<file path="config.mk">
export PLATFORM = sky130hd
export DESIGN_NAME = descrambler
export DESIGN_NICKNAME = d
export VERILOG_FILES = /design/src/rtl/descrambler.sv
export SDC_FILE = /design/constraint.sdc
export NUM_CORES = 1
export LEC_CHECK = 0
export CAP_MARGIN = 20
export CORE_MARGIN = 2
export CORE_UTILIZATION = 44
export DETAILED_ROUTE_END_ITERATION = 16
export PLACE_DENSITY = 0.69
export SLEW_MARGIN = 20
export SYNTH_ARGS = -nofsm -noshare
export SYNTH_HDL_FRONTEND = slang
export SYNTH_SLANG_ARGS = --single-unit
</file>
<file path="constraint.sdc">
create_clock -name CLK -period 4.9 [get_ports CLK]
set_clock_uncertainty 0.2 [all_clocks]
set_input_delay 0.98 -clock CLK [delete_from_list [all_inputs] [get_ports CLK]]
set_output_delay 0.98 -clock CLK [all_outputs]
set_load 0.02 [all_outputs]
</file>
<file path="src/rtl/descrambler.sv">
// descrambler: additive 4-bit descrambler with Galois LFSR keystream and output FIFO
// Ports: CLK/RST (async active-high); in_data+EN_in/RDY_in push scrambled nibbles;
// seed_value+EN_seed/RDY_seed reload the LFSR; EN_out/RDY_out pop, out shows FIFO head;
// count is FIFO occupancy; err is a sticky protocol error, built only when
// DESCRAMBLER_PROTO_CHK_EN is defined (tied to 0 otherwise).
module descrambler #(
    parameter int         DEPTH      = 4,
    parameter logic [3:0] INIT_STATE = 4'h1
) (
    input  logic                     CLK,
    input  logic                     RST,
    input  logic [3:0]               in_data,
    input  logic                     EN_in,
    output logic                     RDY_in,
    input  logic [3:0]               seed_value,
    input  logic                     EN_seed,
    output logic                     RDY_seed,
    input  logic                     EN_out,
    output logic [3:0]               out,
    output logic                     RDY_out,
    output logic [$clog2(DEPTH):0]   count,
    output logic                     err
);
    localparam int AW = $clog2(DEPTH);
    localparam logic [AW:0] FULL = DEPTH[AW:0];

    logic [3:0]    lfsr_q, lfsr_d, lfsr_nxt;
    logic [AW-1:0] wr_q, wr_d, rd_q, rd_d;
    logic [AW:0]   count_q, count_d;
    logic [3:0]    mem_q [DEPTH];
    logic          push, pop;

    assign RDY_in   = count_q != FULL;
    assign RDY_out  = count_q != '0;
    assign RDY_seed = 1'b1;
    assign count    = count_q;
    assign out      = RDY_out ? mem_q[rd_q] : 4'h0;
    assign push     = EN_in && RDY_in;
    assign pop      = EN_out && RDY_out;

    // Galois step: right shift, XOR 4'h9 when the bit shifted out was 1
    assign lfsr_nxt = lfsr_q[0] ? {1'b1, lfsr_q[3:2], ~lfsr_q[1]} : {1'b0, lfsr_q[3:1]};

    always_comb begin
        lfsr_d  = EN_seed ? seed_value : push ? lfsr_nxt : lfsr_q;
        wr_d    = push ? wr_q + 1'b1 : wr_q;
        rd_d    = pop ? rd_q + 1'b1 : rd_q;
        count_d = (push && !pop) ? count_q + 1'b1 :
                  (pop && !push) ? count_q - 1'b1 : count_q;
    end

    always_ff @(posedge CLK or posedge RST) begin
        if (RST) begin
            lfsr_q  <= INIT_STATE;
            wr_q    <= '0;
            rd_q    <= '0;
            count_q <= '0;
        end else begin
            lfsr_q  <= lfsr_d;
            wr_q    <= wr_d;
            rd_q    <= rd_d;
            count_q <= count_d;
        end
    end

    // Storage needs no reset: out is gated by RDY_out
    always_ff @(posedge CLK) begin
        if (push)
            mem_q[wr_q] <= in_data ^ lfsr_q;
    end

`ifdef DESCRAMBLER_PROTO_CHK_EN
    logic err_q, err_d;
    assign err = err_q;
    // set wins over seed-clear
    assign err_d = ((EN_in && !RDY_in) || (EN_out && !RDY_out)) ? 1'b1 :
                   EN_seed ? 1'b0 : err_q;
    always_ff @(posedge CLK or posedge RST) begin
        if (RST)
            err_q <= 1'b0;
        else
            err_q <= err_d;
    end
`else
    assign err = 1'b0;
`endif

endmodule

</file>
Yosys cells after proc, flatten, opt, wreduce, memory -nomap -nowiden --
Memory sizes are Yosys's and may differ from the RTL's. Cells that the tools add are included.
Storage, ports and cells: flip-flop bits (word level) 11, RAM bits 16, word-level logic and storage cells 29, input bits 13, memories 1
Memories:
- mem_q | depth 4, bits a word 4, rd ports 1, clocked after Yosys merged registers in 0, wr ports 1, RTL line 30 | logic [3:0] mem_q [DEPTH];
Cells by class: bitwise logic cells 2, equality and inequality tests 1, reductions and logical operators 9, muxes and demuxes 8, add/sub/neg operators 4
Operators by type and width (count):
- 4-bit two-way mux | 4
- 3-bit two-way mux | 2
- 2-bit by 1-bit adder with 2-bit output, second input constant | 2
- 1-bit logical AND | 4
- 2-bit nonzero test | 2
- 4-bit bitwise XOR | 1
- 3-bit by 1-bit adder with 3-bit output, second input constant | 1
- 3-bit != test, second input constant | 1
- 3-bit nonzero test | 1
- 3-bit by 1-bit subtractor with 3-bit output, second input constant | 1
- 1-bit logical NOT | 2
- 1-bit two-way mux | 2
- 1-bit inverter | 1

Longest topological paths before layout --
Gate-level depths: netlist of run 1.
depth in word-level cells 6, mapped depth 10, mapped depth without buffers 10

Least setup slack after synthesis of run 1 --
Ideal clock, no wire load.
path kind input port to flip-flop, start point in EN_in, end point reg count_q[2] (netlist: count[2]), stages on the path 9, buffers on the path 1, library setup time 0.080 ns, data required time 4.620 ns, setup slack 2.397 ns, arrival 2.223 ns, path through buf_2 > nand2_2 > inv_1 > ha_1 > inv_1 > fa_1 > xor2_1 > nor2_1 > xor2_1
On the way: word-level cells in the longest chain between the ends 4
RTL lines:
- start, declared | RTL line 13 | input logic EN_in,
- 1-bit logical AND (*) | RTL line 38 | assign push = EN_in && RDY_in;
- via push | RTL line 31 | logic push, pop;
- 1-bit logical NOT | RTL line 49 | (pop && !push) ? count_q - 1'b1 : count_q;
- 1-bit logical AND | RTL line 49
- 2-bit nonzero test (no source line)
- end signal, assigned | RTL line 62 | count_q <= count_d;
- end, declared | RTL line 29 | logic [AW:0] count_q, count_d;
Mark *: on every way through the listed nets, which the timed path passes. The rest lies on a longest branch. A chain may end at the register's enable or synchronous reset.

Final worst setup path of run 1 --
start point reg rd_q[0], end point out out[0]
On the way: word-level cells in the longest chain between the ends 2
RTL lines:
- start, declared | RTL line 28 | logic [AW-1:0] wr_q, wr_d, rd_q, rd_d;
- start signal, assigned | RTL line 61 | rd_q <= rd_d;
- memory 4 x 4 bit
- 4-bit two-way mux | RTL line 37 | assign out = RDY_out ? mem_q[rd_q] : 4'h0;
- end, declared | RTL line 19 | output logic [3:0] out,
No other way between the ends.

==> run summary, run 1 <==
Hold Crit Depth: 1
Synth Area in Compound Gates: 4.55%
Required @ worst endpoint: 3.72 ns
Vias post-DR: 735
CTS tree: done
Top delay family on crit path: flip-flops
Synth area leaders: edfxtp_1 (36%), dfrtp_1 (19%), mux4_2 (6.8%)
CORE AREA: 0.00281 mm2
Largest net degree at the start of global routing: 17
Post-synthesis cell count: 95
Psw: 0.000311 W
Initial antenna violation count: 0
Vias per std cell: 5.03
Final ANT Viol Nets: 0
Peak VDD IR: 0.264 mV
Die Width: 58.7 um
Setup violators final: 0
CP Max Fanout: 6
Crit-path max cell delay: 0.59 ns
Post-Syn Area: 0.00132 mm2
Global route overflow: 0
Slowest cell on the critical path: dfrtp_1
Global-route wire length before repair: 3.42 mm
Synth Area in Adders: 6.26%
Seq pwr share: 44.0%
Post-Layout Cell Count: 146
Int Pwr: 0.000559 W
1st-iter DRT viols: 9
Die height: 58.7 um
Min Tclk post-route: 3.33 ns
Routed WL per cell: 13.8 um
Synth area leader: edfxtp_1
Setup tns final: 0 ns
Post-synthesis area per instance: 13.9 um2
CP arrival: 2.15 ns
Clock group share of total power: 10.8%
DRT Pass-1 Iters: 4
Post-synthesis sequential area ratio: 57.4%
XOR/XNOR Fraction of Synth Area: 6.64%
LEAKAGE: 0.607 nW
Worst setup path startpoint: rd_q[0]
Mux cell area share after synthesis: 8.54%
Final Hold Fails: 0
Largest family of logic cells by synthesized area: simple AND/OR/NAND/NOR gates
Number of global-route vias before repair: 707
Total Routing Usage GR: 13.1%
Hold_ws: 0.333 ns
Fraction of layout cells with a size suffix above 1: 13.9%
Post-CTS Hold Buffers: 0
Slew Viols, Final: 0
Global placement routability congestion: 0.772
Post-CTS Setup Repair Bufs: 0
# resized after CTS: 0
Worst Setup EP: out[0]
Crit path kind: flop to primary output
Cell Pwr Density: 560 mW/mm2
Synthesis warning total: 0
Worst path depth: 3
RR Endpoint: count[2]
ANT cells: 0
Crit path capture type: primary output
CTS clock-pin slew for the worst setup and hold paths: 0.15 ns
Most common cell after layout, fill and taps aside: clkdlybuf4s50_1
Startpoint types: flop
Most frequent cells in the layout: clkdlybuf4s50_1 (21), edfxtp_1 (16), dfrtp_1 (10)
# DRC: 0
Max Clock Freq: 301 MHz
Layout area overhead: 17.9%
Initial Util: 47.0%
Total CTS buffers: 3
Sw frac: 35.8%
Die area: 0.00345 mm2
Fin crit share: 67.9%
Hold WC Path Type: flop to flop
Clock Root Buffer: clkbuf_4
Share of the synthesized area in the top cell type: 36.4%
Run status: complete, no violations
Fin util: 55.4%
Cell Chain, Critical Path: mux4_2 > and2_1 > clkdlybuf4s50_1
Placed Cells incl. Taps: 142
Clk sink count: 27
Max Cap Violations: 0
Nets: 135
Clock Latency Late Sink: 0.31 ns
Worst r2r src: count[0]
Flop2flop setup slack: 2.44 ns
# IOs: 24
CTS H-Tree Depth: 1
Net Count, Synth: 114
RSZ-0062 raised after global routing: no
PortBufs: 21
Core Rows: 19
Clock buffer depth: 2
Unique masters post-synth: 28
Reg2Reg Depth: 8
Seq cells post-synth: 27
Drt total wl: 2.01 mm
Logic gate share of total power: 45.2%
DP HPWL: 1.56 mm
Simple-gate portion of the synthesized area: 10.5%
Buffers & Inverters on Critical Path: 1
synth_stat cells:
cell / number
inv_1: 7
conb_1: 2
nor2_1: 2
o21ai_0: 4
a21oi_1: 3
and2_1: 4
nor3b_4: 1
or3_1: 2
nand2_1: 1
xor2_1: 6
a31oi_1: 4
and3_1: 4
nand2_2: 1
edfxtp_1: 16
mux4_2: 4
inv_2: 1
nor2b_1: 3
buf_6: 2
xnor2_1: 4
ha_1: 5
nand3_2: 1
dfrtp_1: 10
buf_4: 2
fa_1: 1
nand2_4: 1
mux2_2: 2
buf_2: 1
dfstp_2: 1
power by group through the flow:
stage,registers [W],logic [W],clock network (W)
2_1_floorplan,0.000383,0.000273,0
3_3_place_gp,0.000388,0.000389,0
3_5_place_dp,0.000393,0.000398,0
4_1_cts,0.000387,0.000399,0.0000982
5_1_grt,0.000397,0.000433,0.000111
6_report,0.000383,0.000393,0.0000940
sequential cells by signal, summed over array words and instances (netlist names):
register,count
mem_q,16
lfsr_q,4
count,3
rd_q,2
wr_q,2
stage by stage:
stage | setup slack (ns) | instance area [um2] | power [W]
floorplan | 2.40 | 1320 | 0.000656
global placement | 1.84 | 1530 | 0.000777
detailed placement | 1.77 | 1530 | 0.000790
CTS | 1.53 | 1560 | 0.000884
global route | 1.44 | 1560 | 0.000942
finish | 1.57 | 1560 | 0.000870
layout make-up:
type                    instances  area, um2
inverters                       8       30.0
well taps                      31       38.8
flip-flops and latches         27        757
multi-input cells              55        489
fillers                       253       1250
clock inverters                 1       7.51
clock buffers                   3       22.5
repair buffers                 21        210
worst min path at each step:
stage               startpoint  endpoint
finish                count[2]  count[2]
global route          count[2]  count[2]
CTS                   count[2]  count[2]
detailed placement    count[2]  count[2]
global placement      count[2]  count[2]
floorplan              wr_q[0]   wr_q[0]
routing by layer:
| layer | share of wire, % | GRT usage, % | vias to the layer above |
|---|---|---|---|
| met1 | 49 | 19.4 | 354 |
| met2 | 47 | 20.6 | 11 |
| met4 | 0.80 | 1.95 | 0 |
| li1 | - | - | 368 |
| met3 | 2.9 | 2.64 | 2 |
| met5 | 0 | 0 | - |
worst register-to-register path, stage by stage, from the launching register on:
cell and delay (ns):
dfrtp_1 0.49, or3_1 0.55, nand2_4 0.13, ha_1 0.18, inv_1 0.06, fa_1 0.37, xor2_1 0.15, nor2_1 0.11
xor2_1 0.16
logic make-up after synthesis:
kind of cell / count (synthesis)
AO/OA/AOI/OAI: 11
XOR/XNOR: 10
adder cells (fa/ha/maj): 6
buffers and inverters: 13
flip-flops: 27
multiplexers: 6
other: 2
AND/OR/NAND/NOR: 20
Power figures use the tool's default switching activity.
==> run 2: changes to the inputs <==
--- a/config.mk
+++ b/config.mk
@@ -9,7 +9,7 @@
 export CORE_MARGIN = 2
 export CORE_UTILIZATION = 44
 export DETAILED_ROUTE_END_ITERATION = 16
-export PLACE_DENSITY = 0.69
+export PLACE_DENSITY = 0.72
 export SLEW_MARGIN = 20
 export SYNTH_ARGS = -nofsm -noshare
 export SYNTH_HDL_FRONTEND = slang
==> constraint.sdc (replaced) <==
create_clock -name CLK -period 2.8 [get_ports CLK]
set_clock_uncertainty 0.2 [all_clocks]
set_input_delay 0.56 -clock CLK [delete_from_list [all_inputs] [get_ports CLK]]
set_output_delay 0.56 -clock CLK [all_outputs]
set_load 0.02 [all_outputs]
==> run summary, run 2 (synthesized netlist as in run 1, its figures left out) <==
Run status: finished, violations left
Failing checks: DRC
Clock Root Buffer: clkbuf_4
DP Worst Slack: 0.265 ns
Worst Setup EP: out[0]
CTS tree: done
Die height: 58.7 um
Fin crit share: 96.3%
Largest Register: mem_q
Crit path kind: flop to primary output
# IOs: 24
Global placement routability congestion: 0.768
RSZ-0062 raised after global routing: no
Most common cell after layout, fill and taps aside: clkdlybuf4s50_1
Vias per std cell: 5.09
Initial Util: 47.0%
Final ANT Viol Nets: 0
Max FFs per register: 16
Clock Latency Late Sink: 0.31 ns
Die area: 0.00345 mm2
CORE AREA: 0.00281 mm2
Design area: 0.00159 mm2
Core Rows: 19
Post-place instance area: 0.00153 mm2
Reg2Reg Depth: 8
Cell Pwr Density: 974 mW/mm2
Clk sink count: 27
Drt total wl: 2.03 mm
Max Cap Violations: 0
Post-Layout Cell Count: 149
Largest net degree at the start of global routing: 15
Total CTS buffers: 3
Crit path capture type: primary output
Vias post-DR: 759
Flop2flop setup slack: 0.43 ns
Final worst slack: 0.105 ns
Routed WL per cell: 13.6 um
Initial antenna violation count: 0
Worst r2r src: count[0]
Setup violators final: 0
Hold WC Path Type: primary input to async pin
Fraction of layout cells with a size suffix above 1: 17.8%
CP arrival: 1.94 ns
DRT Pass-1 Iters: 12
Peak VDD IR: 0.479 mV
Fillers: 235
Setup tns final: 0 ns
LEAKAGE: 0.643 nW
ANT cells: 0
RR Endpoint: count[1]
Startpoint types: flop
CTS H-Tree Depth: 1
Nets: 138
Number of global-route vias before repair: 741
Worst setup path startpoint: rd_q[0]
Total Routing Usage GR: 13.7%
Clock buffer depth: 2
Layout area overhead: 20.3%
Final Hold Fails: 0
Max Clock Freq: 371 MHz
Slew Viols, Final: 0
CTS clock-pin slew for the worst setup and hold paths: 0.13 ns
CP Max Fanout: 4
Most frequent cells in the layout: clkdlybuf4s50_1 (19), edfxtp_1 (16), dfrtp_1 (8)
Required @ worst endpoint: 2.04 ns
DP HPWL: 1.65 mm
PortBufs: 21
Hold_ws: 0.336 ns
Global route overflow: 0
# DRC: 1
Placed Cells incl. Taps: 143
1st-iter DRT viols: 21
Global-route wire length before repair: 3.51 mm
Die Width: 58.7 um
Min Tclk post-route: 2.70 ns
## run 2: cell types whose count changed in the layout (fill, tap and decap cells not counted)
cell	before	now
or3_1	2	1
dfrtp_2	0	2
dlymetal6s2s_1	0	2
clkinvlp_4	1	0
clkbuf_1	0	1
clkdlybuf4s50_1	21	19
dfrtp_1	10	8
or3_4	0	1
buf_4	0	3
## run 2: layer usage
metal,vias to the layer above,part of all wire (%),GRT usage (%)
met1,372,48,19.2
met4,0,0.79,3.90
met3,2,2.9,2.64
met2,13,48,21.7
li1,372,-,-
met5,-,0,0
## run 2: critical path: stages (launching register included)
cell             delay, ns
dfrtp_2               0.44
mux4_2                0.49
and2_1                0.16
clkdlybuf4s50_1       0.53
## run 2: power breakdown
part | switching, W | internal [W] | total [W]
Combinational | 0.000331 | 0.000386 | 0.000717
Sequential | 0.000107 | 0.000562 | 0.000669
Clock | 0.000103 | 0.0000555 | 0.000159
Total | 0.000541 | 0.00100 | 0.00154
## run 2: per-stage QoR
stage | power (W) | utilization [%]
floorplan | 0.00115 | -
global placement | 0.00135 | 54.6
detailed placement | 0.00138 | 54.6
CTS | 0.00155 | 55.8
global route | 0.00166 | 56.6
finish | 0.00154 | 56.6
## run 2: what timing repair did
action	in CTS	in global routing
resized for setup	2	3
hold buffers	0	0
endpoints found under the hold margin	0	0
buffers inserted	0	2
endpoints found under the setup margin	4	4
## run 2: worst min-delay path by stage
stage                  start   endpoint  slack (ns)
finish                   RST    rd_q[1]        0.34
global route             RST  lfsr_q[3]        0.37
CTS                      RST    rd_q[1]        0.34
detailed placement  count[2]   count[2]        0.32
global placement    count[2]   count[2]        0.31
floorplan                RST   count[0]        0.21
## run 2: area by class of cell
class,instances,area (um2),share of cell area (%)
clock buffers,4,26.3,1.66
inverters,8,30.0,1.89
multi-input cells,55,494,31.2
flip-flops and latches,27,759,47.9
well taps,31,38.8,2.44
repair buffers,24,238,15.0
==> run 3: changes to the inputs <==
--- a/config.mk
+++ b/config.mk
@@ -9,7 +9,7 @@
 export CORE_MARGIN = 2
 export CORE_UTILIZATION = 44
 export DETAILED_ROUTE_END_ITERATION = 16
-export PLACE_DENSITY = 0.72
+export PLACE_DENSITY = 0.82
 export SLEW_MARGIN = 20
 export SYNTH_ARGS = -nofsm -noshare
 export SYNTH_HDL_FRONTEND = slang
==> run summary, run 3 (synthesized netlist as in run 1, its figures left out) <==
Run status: finished, violations left
Failing checks: DRC
Routed WL per cell: 14.2 um
Worst r2r src: count[0]
PortBufs: 21
Hold WC Path Type: primary input to async pin
Initial Util: 47.0%
Largest net degree at the start of global routing: 15
Hold_ws: 0.329 ns
Reg2Reg Depth: 8
# IOs: 24
DP HPWL: 1.69 mm
Sw frac: 35.1%
Die height: 58.7 um
Total CTS buffers: 3
Fin util: 56.4%
Clock Root Buffer: clkbuf_4
Die area: 0.00345 mm2
Clock Latency Late Sink: 0.31 ns
Required @ worst endpoint: 2.04 ns
Logic gate share of total power: 46.4%
ANT cells: 0
Max Clock Freq: 365 MHz
DRT Pass-1 Iters: 10
CTS clock-pin slew for the worst setup and hold paths: 0.14 ns
Most frequent cells in the layout: clkdlybuf4s50_1 (20), edfxtp_1 (16), dfrtp_1 (9)
Core Rows: 19
Global placement routability congestion: 0.748
Max Cap Violations: 0
Clk sink count: 27
Design area: 0.00158 mm2
Total Routing Usage GR: 13.9%
Post-Layout Cell Count: 149
Vias post-DR: 756
Vias per std cell: 5.07
Placed Cells incl. Taps: 143
Final ANT Viol Nets: 0
LEAKAGE: 0.634 nW
CORE AREA: 0.00281 mm2
Final Hold Fails: 0
Cell Pwr Density: 981 mW/mm2
Layout area overhead: 20.0%
Startpoint types: flop
Psw: 0.000546 W
CP arrival: 1.98 ns
Max FFs per register: 16
Largest Register: mem_q
Most common cell after layout, fill and taps aside: clkdlybuf4s50_1
Fraction of layout cells with a size suffix above 1: 16.9%
Flop2flop setup slack: 0.39 ns
Crit path kind: flop to primary output
Slew Viols, Final: 0
Nets: 138
1st-iter DRT viols: 26
# DRC: 1
Total power: 0.00155 W
Drt total wl: 2.11 mm
Post-place instance area: 0.00153 mm2
Global-route wire length before repair: 3.53 mm
Clock group share of total power: 10.3%
Min Tclk post-route: 2.74 ns
Crit path capture type: primary output
Int Pwr: 0.00101 W
CTS H-Tree Depth: 1
CP Max Fanout: 5
Peak VDD IR: 0.352 mV
Global route overflow: 0
Setup violators final: 0
Number of global-route vias before repair: 783
RR Endpoint: count[1]
Worst setup path startpoint: rd_q[0]
Initial antenna violation count: 0
Seq pwr share: 43.3%
Die Width: 58.7 um
Fin crit share: 97.8%
Clock buffer depth: 2
CTS tree: done
-- run 3: area by class of cell --
cell class	instances	area, um2
Sequential cell	27	758
Tap cell	31	38.8
Timing Repair Buffer	24	235
Inverter	8	30.0
Clock buffer	4	26.3
Multi-Input combinational cell	55	494
Fill cell	234	1220
-- run 3: critical path: stages (launching register included) --
cell and delay (ns):
dfrtp_2 0.47, mux4_2 0.51, and2_1 0.16, clkdlybuf4s50_1 0.53
-- run 3: through the flow --
stage | TNS, ns | setup WS, ns
6_report | 0 | 0.0614
4_1_cts | 0 | 0.00275
3_5_place_dp | 0 | 0.277
2_1_floorplan | 0 | 0.422
5_1_grt | -0.00314 | -0.00314
3_3_place_gp | 0 | 0.310
-- run 3: power by group through the flow --
stage,Sequential (W),Combinational (W),Clock [W]
after detailed placement,0.000687,0.000697,0
after global routing,0.000688,0.000790,0.000182
final,0.000672,0.000721,0.000160
after floorplan,0.000670,0.000477,0
after global placement,0.000674,0.000668,0
after CTS,0.000681,0.000705,0.000167
-- run 3: worst max-delay path by stage --
stage | to | slack (ns) | cells after the start
after floorplan | count[2] | 0.42 | 9
after global placement | out[0] | 0.31 | 3
after detailed placement | out[1] | 0.28 | 3
after CTS | out[1] | 0.003 | 3
after global routing | out[1] | -0.003 | 3
final | out[1] | 0.06 | 3
-- run 3: metal layers --
layer	vias to the layer above	wire length (um)	global-route usage (%)
li1	371	-	-
met2	18	1110	22.2
met5	-	0	0
met3	2	69	1.32
met1	365	904	18.3
met4	0	27	8.44
-- run 3: what timing repair did --
action                                  4_1_cts  5_1_grt
setup buffers                                 0        2
gates resized for setup                       2        1
hold buffers                                  0        0
endpoints found under the setup margin        4        4
